$ cat src/rtl/escalonador_quantum_rr_if.sv
// Scheduler <-> CPU control bundle: retire/PC/event inputs and scheduling outputs.
// Latency: wiring only.
// Backpressure: none; every event is a single-cycle pulse sampled on the clock edge.
interface escalonador_quantum_rr_if #(
    parameter int NUM_PROC = 10,
    parameter int PID_W    = 4,
    parameter int PC_W     = 32
);
    logic                 enable;
    logic [PC_W-1:0]      pc;
    logic                 start;
    logic [PID_W-1:0]     proc_count;
    logic                 proc_end;
    logic                 io_block;
    logic                 io_done;
    logic [PID_W-1:0]     io_pid;

    logic                 ctx_switch;
    logic [PC_W-1:0]      switch_pc;
    logic [PID_W-1:0]     cur_pid;
    logic [PID_W-1:0]     next_pid;
    logic [NUM_PROC-1:0]  active_mask;
    logic [NUM_PROC-1:0]  wait_mask;
    logic                 pc_mismatch;
    logic                 cfg_err;
    logic                 all_done;

    // CPU side: drives retire/PC/events, observes scheduling decisions
    modport master (
        output enable, pc, start, proc_count, proc_end, io_block, io_done, io_pid,
        input  ctx_switch, switch_pc, cur_pid, next_pid, active_mask, wait_mask,
               pc_mismatch, cfg_err, all_done
    );

    // Scheduler side
    modport slave (
        input  enable, pc, start, proc_count, proc_end, io_block, io_done, io_pid,
        output ctx_switch, switch_pc, cur_pid, next_pid, active_mask, wait_mask,
               pc_mismatch, cfg_err, all_done
    );
endinterface

$ cat src/rtl/escalonador_quantum_rr.sv
// Round-robin process scheduler with per-process active/blocked tracking and a retire-count quantum.
// Latency: ctx_switch asserted during the one-cycle SWITCH state; pc_mismatch and cfg_err are 1 cycle after their cause.
// Backpressure: none; events are single-cycle pulses and are never stalled.
module escalonador_quantum_rr #(
    parameter int NUM_PROC  = 10,
    parameter int PID_W     = 4,
    parameter int PC_W      = 32,
    parameter int QUANTUM   = 16,
    parameter int PROC_BASE = 300,
    parameter int PROC_SIZE = 300,
    parameter int SAVE_ADDR = 180
) (
    input logic                    clock_i,
    input logic                    reset_i,
    escalonador_quantum_rr_if.slave sched_if
);
    localparam int QCNT_W = $clog2(QUANTUM);
    localparam logic [QCNT_W-1:0] QMAX      = QCNT_W'(QUANTUM - 1);
    localparam logic [PID_W-1:0]  NUM_PID   = PID_W'(NUM_PROC);
    localparam logic [PC_W-1:0]   BASE_C    = PC_W'(PROC_BASE);
    localparam logic [PC_W-1:0]   SIZE_C    = PC_W'(PROC_SIZE);
    localparam logic [PC_W-1:0]   NUM_PC    = PC_W'(NUM_PROC);
    localparam logic [PC_W-1:0]   SAVE_C    = PC_W'(SAVE_ADDR);

    typedef enum logic [2:0] {S_IDLE, S_RUN, S_SWITCH, S_WAIT_IO, S_DONE} state_t;

    state_t               state_q, state_d;
    logic [QCNT_W-1:0]    qcnt_q, qcnt_d;
    logic [PID_W-1:0]     cur_pid_q, cur_pid_d;
    logic [NUM_PROC-1:0]  active_q, active_d;
    logic [NUM_PROC-1:0]  wait_q, wait_d;
    logic                 all_done_q, all_done_d;
    logic                 cfg_err_q, cfg_err_d;
    logic                 mismatch_q, mismatch_d;
    logic [1:0]           blank_q, blank_d;

    logic [NUM_PROC-1:0]  ready;
    logic [NUM_PROC-1:0]  cur_oh;
    logic [NUM_PROC-1:0]  io_clr;
    logic                 cfg_ok;
    logic                 found_vld;
    logic [PID_W-1:0]     found_pid;
    logic [PC_W-1:0]      region_raw;
    logic [PID_W-1:0]     region_pid;

    // One-hot of a PID; PID 0 and PIDs beyond NUM_PROC decode to all zeros
    function automatic logic [NUM_PROC-1:0] pid_onehot(input logic [PID_W-1:0] pid);
        pid_onehot = '0;
        for (int i = 0; i < NUM_PROC; i++) begin
            if (pid == PID_W'(i + 1)) pid_onehot[i] = 1'b1;
        end
    endfunction

    assign ready  = active_q & ~wait_q;
    assign cur_oh = pid_onehot(cur_pid_q);
    assign cfg_ok = (sched_if.proc_count != '0) && (sched_if.proc_count <= NUM_PID);
    // io_done only touches live processes, and never before scheduling has started
    assign io_clr = (sched_if.io_done && state_q != S_IDLE) ? (pid_onehot(sched_if.io_pid) & active_q) : '0;

    // Round-robin search: first ready PID after cur_pid, wrapping; cur_pid itself is tried last
    always_comb begin
        int p;
        p         = 0;
        found_vld = 1'b0;
        found_pid = '0;
        for (int k = 1; k <= NUM_PROC; k++) begin
            p = int'(cur_pid_q) + k;
            if (p > NUM_PROC) p = p - NUM_PROC;
            if (!found_vld && ready[p-1]) begin
                found_vld = 1'b1;
                found_pid = PID_W'(p);
            end
        end
    end

    // Region PID of the current PC; regions past the last process map to the OS (0)
    always_comb begin
        region_raw = ((sched_if.pc - BASE_C) / SIZE_C) + PC_W'(1);
        region_pid = '0;
        if (sched_if.pc >= BASE_C && region_raw <= NUM_PC) region_pid = PID_W'(region_raw);
    end

    // FSM state register
    always_ff @(posedge clock_i) begin
        if (reset_i) state_q <= S_IDLE;
        else         state_q <= state_d;
    end

    // FSM next-state logic
    always_comb begin
        state_d = state_q;
        case (state_q)
            S_IDLE, S_DONE: if (sched_if.start && cfg_ok) state_d = S_RUN;
            S_RUN: begin
                if (sched_if.proc_end || sched_if.io_block || (sched_if.enable && qcnt_q == QMAX))
                    state_d = S_SWITCH;
            end
            S_SWITCH: begin
                if (ready != '0)       state_d = S_RUN;
                else if (wait_q != '0) state_d = S_WAIT_IO;
                else                   state_d = S_DONE;
            end
            S_WAIT_IO: if (ready != '0) state_d = S_SWITCH;
            default: state_d = S_IDLE;
        endcase
    end

    // FSM outputs: the switch request is only raised when a different PID takes over
    always_comb begin
        sched_if.ctx_switch = 1'b0;
        sched_if.next_pid   = '0;
        sched_if.switch_pc  = '0;
        if (state_q == S_SWITCH && found_vld && found_pid != cur_pid_q) begin
            sched_if.ctx_switch = 1'b1;
            sched_if.next_pid   = found_pid;
            sched_if.switch_pc  = SAVE_C;
        end
    end

    // Datapath next state: masks, quantum counter, running PID, status flags
    always_comb begin
        active_d   = active_q;
        wait_d     = wait_q & ~io_clr;
        cur_pid_d  = cur_pid_q;
        qcnt_d     = qcnt_q;
        all_done_d = all_done_q;
        cfg_err_d  = 1'b0;
        blank_d    = (blank_q != 2'd0) ? blank_q - 2'd1 : 2'd0;
        mismatch_d = (state_q == S_RUN) && (blank_q == 2'd0) && (region_pid != cur_pid_q);
        case (state_q)
            S_IDLE, S_DONE: begin
                if (sched_if.start) begin
                    if (cfg_ok) begin
                        for (int i = 0; i < NUM_PROC; i++)
                            active_d[i] = (PID_W'(i) < sched_if.proc_count);
                        wait_d     = '0;
                        cur_pid_d  = PID_W'(1);
                        qcnt_d     = '0;
                        all_done_d = 1'b0;
                    end else begin
                        cfg_err_d = 1'b1;
                    end
                end
            end
            S_RUN: begin
                if (sched_if.proc_end) begin
                    active_d = active_q & ~cur_oh;
                    qcnt_d   = '0;
                end else if (sched_if.io_block) begin
                    // applied after the io_done clear so a same-cycle block wins
                    wait_d = wait_d | cur_oh;
                    qcnt_d = '0;
                end else if (sched_if.enable) begin
                    qcnt_d = (qcnt_q == QMAX) ? '0 : qcnt_q + QCNT_W'(1);
                end
            end
            S_SWITCH: begin
                qcnt_d  = '0;
                blank_d = 2'd2;
                if (ready != '0) begin
                    cur_pid_d = found_pid;
                end else begin
                    cur_pid_d = '0;
                    if (wait_q == '0) all_done_d = 1'b1;
                end
            end
            default: ;
        endcase
    end

    // Datapath registers
    always_ff @(posedge clock_i) begin
        if (reset_i) begin
            qcnt_q     <= '0;
            cur_pid_q  <= '0;
            active_q   <= '0;
            wait_q     <= '0;
            all_done_q <= 1'b0;
            cfg_err_q  <= 1'b0;
            mismatch_q <= 1'b0;
            blank_q    <= 2'd0;
        end else begin
            qcnt_q     <= qcnt_d;
            cur_pid_q  <= cur_pid_d;
            active_q   <= active_d;
            wait_q     <= wait_d;
            all_done_q <= all_done_d;
            cfg_err_q  <= cfg_err_d;
            mismatch_q <= mismatch_d;
            blank_q    <= blank_d;
        end
    end

    assign sched_if.cur_pid     = cur_pid_q;
    assign sched_if.active_mask = active_q;
    assign sched_if.wait_mask   = wait_q;
    assign sched_if.pc_mismatch = mismatch_q;
    assign sched_if.cfg_err     = cfg_err_q;
    assign sched_if.all_done    = all_done_q;
endmodule

$ cat src/flat_wrapper.sv
// flat-port wrapper written by rule: the top's interface ports become plain ports
module escalonador_quantum_rr_flat 
#(
    parameter int NUM_PROC  = 10,
    parameter int PID_W     = 4,
    parameter int PC_W      = 32,
    parameter int QUANTUM   = 16,
    parameter int PROC_BASE = 300,
    parameter int PROC_SIZE = 300,
    parameter int SAVE_ADDR = 180
)
  (clock_i, reset_i, sched_if_enable, sched_if_pc, sched_if_start, sched_if_proc_count, sched_if_proc_end, sched_if_io_block, sched_if_io_done, sched_if_io_pid, sched_if_ctx_switch, sched_if_switch_pc, sched_if_cur_pid, sched_if_next_pid, sched_if_active_mask, sched_if_wait_mask, sched_if_pc_mismatch, sched_if_cfg_err, sched_if_all_done);
  escalonador_quantum_rr_if #(.NUM_PROC(NUM_PROC), .PID_W(PID_W), .PC_W(PC_W)) sched_if_i ();
  input logic clock_i;
  input logic reset_i;
  input wire logic [$bits(sched_if_i.enable)-1:0] sched_if_enable;
  input wire logic [$bits(sched_if_i.pc)-1:0] sched_if_pc;
  input wire logic [$bits(sched_if_i.start)-1:0] sched_if_start;
  input wire logic [$bits(sched_if_i.proc_count)-1:0] sched_if_proc_count;
  input wire logic [$bits(sched_if_i.proc_end)-1:0] sched_if_proc_end;
  input wire logic [$bits(sched_if_i.io_block)-1:0] sched_if_io_block;
  input wire logic [$bits(sched_if_i.io_done)-1:0] sched_if_io_done;
  input wire logic [$bits(sched_if_i.io_pid)-1:0] sched_if_io_pid;
  output wire logic [$bits(sched_if_i.ctx_switch)-1:0] sched_if_ctx_switch;
  output wire logic [$bits(sched_if_i.switch_pc)-1:0] sched_if_switch_pc;
  output wire logic [$bits(sched_if_i.cur_pid)-1:0] sched_if_cur_pid;
  output wire logic [$bits(sched_if_i.next_pid)-1:0] sched_if_next_pid;
  output wire logic [$bits(sched_if_i.active_mask)-1:0] sched_if_active_mask;
  output wire logic [$bits(sched_if_i.wait_mask)-1:0] sched_if_wait_mask;
  output wire logic [$bits(sched_if_i.pc_mismatch)-1:0] sched_if_pc_mismatch;
  output wire logic [$bits(sched_if_i.cfg_err)-1:0] sched_if_cfg_err;
  output wire logic [$bits(sched_if_i.all_done)-1:0] sched_if_all_done;
  assign sched_if_i.enable = sched_if_enable;
  assign sched_if_i.pc = sched_if_pc;
  assign sched_if_i.start = sched_if_start;
  assign sched_if_i.proc_count = sched_if_proc_count;
  assign sched_if_i.proc_end = sched_if_proc_end;
  assign sched_if_i.io_block = sched_if_io_block;
  assign sched_if_i.io_done = sched_if_io_done;
  assign sched_if_i.io_pid = sched_if_io_pid;
  assign sched_if_ctx_switch = sched_if_i.ctx_switch;
  assign sched_if_switch_pc = sched_if_i.switch_pc;
  assign sched_if_cur_pid = sched_if_i.cur_pid;
  assign sched_if_next_pid = sched_if_i.next_pid;
  assign sched_if_active_mask = sched_if_i.active_mask;
  assign sched_if_wait_mask = sched_if_i.wait_mask;
  assign sched_if_pc_mismatch = sched_if_i.pc_mismatch;
  assign sched_if_cfg_err = sched_if_i.cfg_err;
  assign sched_if_all_done = sched_if_i.all_done;
  escalonador_quantum_rr #(.NUM_PROC(NUM_PROC), .PID_W(PID_W), .PC_W(PC_W), .QUANTUM(QUANTUM), .PROC_BASE(PROC_BASE), .PROC_SIZE(PROC_SIZE), .SAVE_ADDR(SAVE_ADDR)) u_core (.clock_i(clock_i), .reset_i(reset_i), .sched_if(sched_if_i));
endmodule
$ cat config.mk
export PLATFORM = sky130hd
export DESIGN_NAME = escalonador_quantum_rr_flat
export DESIGN_NICKNAME = d
export VERILOG_FILES = /design/src/rtl/escalonador_quantum_rr_if.sv /design/src/rtl/escalonador_quantum_rr.sv /design/src/flat_wrapper.sv
export SDC_FILE = /design/constraint.sdc
export NUM_CORES = 1
export LEC_CHECK = 0
export ABC_CLOCK_PERIOD_IN_PS = 41000
export CORE_MARGIN = 2
export CORE_UTILIZATION = 39
export DETAILED_ROUTE_END_ITERATION = 12
export MAX_ROUTING_LAYER = met4
export SLEW_MARGIN = 20
export SYNTH_ARGS = -nofsm -noshare
export SYNTH_HDL_FRONTEND = slang
export SYNTH_SLANG_ARGS = --single-unit
$ cat constraint.sdc
create_clock -name clock_i -period 41 [get_ports clock_i]
set_input_delay 4.1 -clock clock_i [delete_from_list [all_inputs] [get_ports clock_i]]
set_output_delay 4.1 -clock clock_i [all_outputs]
set_load 0.01 [all_outputs]
# After elaboration in Yosys (flattened, before gate mapping)
# Cells that the tools add are included.
# W data, S select, Z words.
# totals
regBits	36
word_cells	292
# classes
n_addsub	34
n_div	1
order_cmp	33
eq_ne	36
mux	119
bitwise_logic	11
n_reduce_logical	48
# op_table
cell	n
$gt A32 B5 Y1 const B	10
$lt A32 B6 Y1 const B	10
$mux W32	10
$sub A32 B2 Y32 const B	10
$sub A32 B5 Y32 const B	10
$mux W4	21
$mux W10	8
$mux W1	56
$and A10 B10 Y10	4
$bmux W1 S4	10
$pmux W10 S2	2
$add A32 B1 Y32 const B	1
$div A32 B9 Y32 const B	1
$eq A4 B3 Y1 const B	8
$ge A32 B9 Y1 const B	1
$le A32 B4 Y1 const B	1
$sub A32 B9 Y32 const B	1
$not A10 Y10	3
$eq A4 B4 Y1 const B	7
$add A4 B3 Y5 const B	4
$reduce_bool A10 Y1	2
$logic_and A1 B1 Y1	18
$eq A4 B2 Y1 const B	4
$lt A3 B4 Y1 const A	4
other kinds (39)	76

# Depth between registers and ports, before layout
# logic_depth
ltp_word	38
depth_mapped	99
ltp_nobuf	80

# Least setup slack after synthesis
# OpenSTA, ideal clock, no wires.
# synth_path
kind	input -> register
from	input port sched_if_pc[17]
to	register u_core.mismatch_q (netlist: u_core.sched_if.pc_mismatch)
t_arrival_ns	24.182
setup_slack_ns	16.744
cell_stages	89
n_path_buf	10
path_cell_list	buf_2 -> or4_1 -> nor4_4 -> nand3_2 -> xor2_1 -> or4_1 -> o211a_1 -> o31a_1 -> or4_1 -> a31o_1 -> a2111oi_2 -> a31oi_1 -> nor2_1 -> or2_1 -> buf_4 -> mux2i_4 -> nand3_2 -> o21a_1 -> [... 53 more ...] -> nor2_1 -> xnor2_2 -> a31oi_1 -> nand2b_4 -> mux2i_1 -> and3_1 -> maj3_1 -> o221ai_1 -> mux2_2 -> ha_1 -> nand3_1 -> mux2_1 -> o32ai_1 -> nand4_1 -> a2111oi_2 -> o221ai_2 -> o311a_1 -> o22ai_1
# synth_via
elab_chain_cells	8
# synth_rtl
element	line_no	rtl
from (decl)	flat_wrapper.sv:17	input wire logic [$bits(sched_if_i.pc)-1:0] sched_if_pc;
$sub A32 B9 Y32	escalonador_quantum_rr.sv:78	region_raw = ((sched_if.pc - BASE_C) / SIZE_C) + PC_W'(1);
$div A32 B9 Y32	escalonador_quantum_rr.sv:78	
$add A32 B1 Y32	escalonador_quantum_rr.sv:78	
$le A32 B4 Y1	escalonador_quantum_rr.sv:80	if (sched_if.pc >= BASE_C && region_raw <= NUM_PC) region_pid = PID_W'(region_raw);
$logic_and A1 B1 Y1	escalonador_quantum_rr.sv:80	
$mux W4 (*)	escalonador_quantum_rr.sv:80	
$ne A4 B4 Y1 (*)	escalonador_quantum_rr.sv:129	mismatch_d = (state_q == S_RUN) && (blank_q == 2'd0) && (region_pid != cur_pid_q);
$logic_and A1 B1 Y1 (*)	escalonador_quantum_rr.sv:129	
to (signal assigned)	escalonador_quantum_rr.sv:189	mismatch_q <= mismatch_d;
to (decl)	escalonador_quantum_rr.sv:34	logic mismatch_q, mismatch_d;
# Mark *: on every way between the ends. The rest lies on a longest branch, timed or not.
# A chain may end at the register's enable or synchronous reset.

# Worst setup path after layout
# layout_path
from	input port sched_if_pc[11]
to	register u_core.mismatch_q (netlist: u_core.sched_if.pc_mismatch)
# The elaborated chain is that of the path after synthesis.

==> metrics.cfg <==
[status]
status = complete, no violations

[critical_path]
crit_top_cell = mux2i_1
cpMaxStageDelayCell = mux2i_1
critPathCaptureType = flop
worstPathRequired_ns = 41.19
critPathKind = input port to flop
cp_data_arrival_time_ns = 30.81
cp_max_fo = 22
rrSetupSlack_ns = 34.38
slowest_delay_ns = 0.85
crit_path_start_kind = input port
worst-path-buf-inv = 1
ff2ff_path_depth = 21
critPathTopFamily = compound AO/OA/AOI/OAI gates
r2r_start = u_core.sched_if.cur_pid[1]
r2r_end = u_core.sched_if.cur_pid[3]

[global_routing]
grt_pass1_vias = 14460
antenna_found_initial = 0
grt_pass1_wl_um = 76690
grt_usage_pct = 24.14
gr-total-overflow = 0
grt_max_degree = 37

[yosys]
ys_warn_count = 0
yosys_register_bits = 36
synth_cell_type_count = 134
seq_area_frac_synth_pct = 4.974
syn_avg_cell_area_sq_um = 6.923
synth_edf_count = 0
syn_area_sq_um = 14490
synthFlopType = dfxtp_1
syn-instance-count = 2093
async_flop_share_pct = 0

[sta]
fmax_mhz = 32.66
timing.final.crit_share_pct = 74.67
finalCriticalPeriod_ns = 30.62
rsz0062_at_grt = no
slew_violations = 0
hold_slack_ns = 0.4587
fin_tns_setup_ns = 0
slew_headroom_pct = 26.38
max_slew.worst_pin.slew_ns = 1.074
hold_viol_final = 0
fin_skew_ns = 0.006142
setup_violations = 0

[clock_network]
tritoncts = built
clk_pin_slew_ns = 0.05
ctsHtreeMaxLevel = 2
cts.sinks = 36
cts_resized = 0
clockRootBuffer = clkbuf_16
clkLatencyLatePin_ns = 0.27
numCtsBuffers = 5
cts_hold_buf = 0
clockBufferDepth = 2
post_cts_buffers = 0

[cells_and_area]
drive_gt1_share_pct = 8.584
multi_input_area_sq_um = 13010
nNetsFinal = 2181
regArea_sq_um = 720.7
nFillCells = 3804
n_antenna_cell = 0
syn_to_final_growth_pct = 7.539

[floorplanning]
rows = 70
pin_count = 111
die_h_um = 196.7
start_util_pct = 39.58
dieArea_sq_um = 38710
die_x_um = 196.7
coreArea_sq_um = 36610

[routing]
drc_errors = 0
vias = 16310
via_per_inst = 6.357
wl_per_cell_um = 18.70
dr.first_iter.drc_count = 1420
routed_wl_um = 47980
ant_nets = 0
firstDrtPassIters = 5

[placed_design]
gp_congestion = 0.9725
portBuffers = 82
place_hpwl_um = 37920

[min_path]
hold_start = u_core.blank_q[0]
min_path_cells = 1
hold_class = flop to flop
min_to = u_core.blank_q[0]

[job]
maxCapViolCount = 0

## per-stage QoR
stage                     cell area (sq um)  worst slack (ns)  cells  utilization, %
after CTS                             15580             10.73   2565           42.55
after detailed placement              15430             10.54   2557           42.14
after global routing                  15580             8.214   2565           42.56
after global placement                15420             10.98   2557           42.12
final                                 15580             10.38   2565           42.56
after floorplan                       14590             16.74   2120               -
## flip-flops by register name (all words and copies together) (netlist names)
register                     flops
u_core.sched_if.all_done         1
u_core.sched_if.active_mask     10
u_core.blank_q                   2
u_core.sched_if.cfg_err          1
u_core.qcnt_q                    4
u_core.state_q                   3
u_core.sched_if.pc_mismatch      1
u_core.sched_if.wait_mask       10
u_core.sched_if.cur_pid          4
## cells by family (layout without fill, tap and decap cells)
| kind of cell | after synthesis | in the layout | synth area share [%] |
|---|---|---|---|
| compound gates | 706 | 706 | 35.39 |
| other cells | 1 | 28 | 0.02588 |
| buf+inv | 175 | 152 | 5.993 |
| flops | 36 | 36 | 4.974 |
| fa+ha+maj | 46 | 46 | 3.912 |
| mux | 114 | 114 | 9.508 |
| simple gates | 835 | 835 | 28.83 |
| xor+xnor | 180 | 180 | 11.37 |
## synthesized netlist by cell type, types with 36 or more instances
library cell	n	area (sq um)
xnor2_1	132	1156
ha_1	37	462.9
mux2i_1	62	620.6
nand2_1	167	626.9
buf_4	40	300.3
o21ai_0	101	505.5
a31oi_1	38	237.7
nand3_1	81	405.4
xor2_1	41	359.1
nor3_1	63	315.3
a21oi_1	161	805.8
clkbuf_1	62	232.7
inv_1	39	146.4
dfxtp_1	36	720.7
nor2_1	246	923.4
## final cells by class
| type | count | area share (%) |
|---|---|---|
| repair buffers | 98 | 6.039 |
| clock inverters | 1 | 0.04818 |
| inverters | 46 | 1.108 |
| multi-input cells | 1909 | 83.51 |
| flip-flops and latches | 36 | 4.625 |
| well taps | 468 | 3.758 |
| clock buffers | 7 | 0.9154 |
## metal layers
metal | share of wire [%] | wire [um] | global-route usage, % | vias up
met1 | 47 | 22520 | 33.84 | 7712
met5 | 0 | 0 | - | -
li1 | - | - | - | 7930
met3 | 5.6 | 2673 | 1.386 | 79
met2 | 45 | 21720 | 38.36 | 585
met4 | 2.2 | 1058 | 5.068 | 0
## worst max-delay path by stage
stage	from	endpoint	slack, ns	depth (start not counted)
5_1_grt	sched_if_pc[11]	u_core.sched_if.pc_mismatch	8.21	79
3_5_place_dp	sched_if_pc[11]	u_core.sched_if.pc_mismatch	10.54	79
2_1_floorplan	sched_if_pc[17]	u_core.sched_if.pc_mismatch	16.74	89
3_3_place_gp	sched_if_pc[11]	u_core.sched_if.pc_mismatch	10.98	80
4_1_cts	sched_if_pc[11]	u_core.sched_if.pc_mismatch	10.73	79
6_report	sched_if_pc[11]	u_core.sched_if.pc_mismatch	10.38	79
## cell usage in the layout, fill, tap and decap left out, types with 11 or more instances in the layout
cell type / n
or2_2: 15
nor2b_1: 21
a32oi_1: 19
o32ai_1: 11
o221ai_1: 13
dfxtp_1: 36
nand3_1: 81
conb_1: 28
o211ai_1: 34
xor2_1: 41
nor2_1: 246
nand2_1: 167
nand4_1: 25
o22ai_1: 14
and2_1: 33
a22oi_1: 14
o21a_1: 22
nor3_1: 63
a211oi_1: 22
xnor2_1: 132
o211a_1: 11
o21ai_1: 21
nand2b_1: 29
inv_1: 39
ha_1: 37
o31ai_1: 20
o21ai_0: 100
or3_1: 28
buf_4: 16
a31oi_1: 38
a21oi_1: 161
nor4_1: 34
mux2i_1: 62
clkdlybuf4s50_1: 82
mux2_2: 28
and3_1: 23
a21o_1: 22
Power is not shown: default switching activity piles up to over one toggle a cycle in this logic, so the estimate is an artifact.
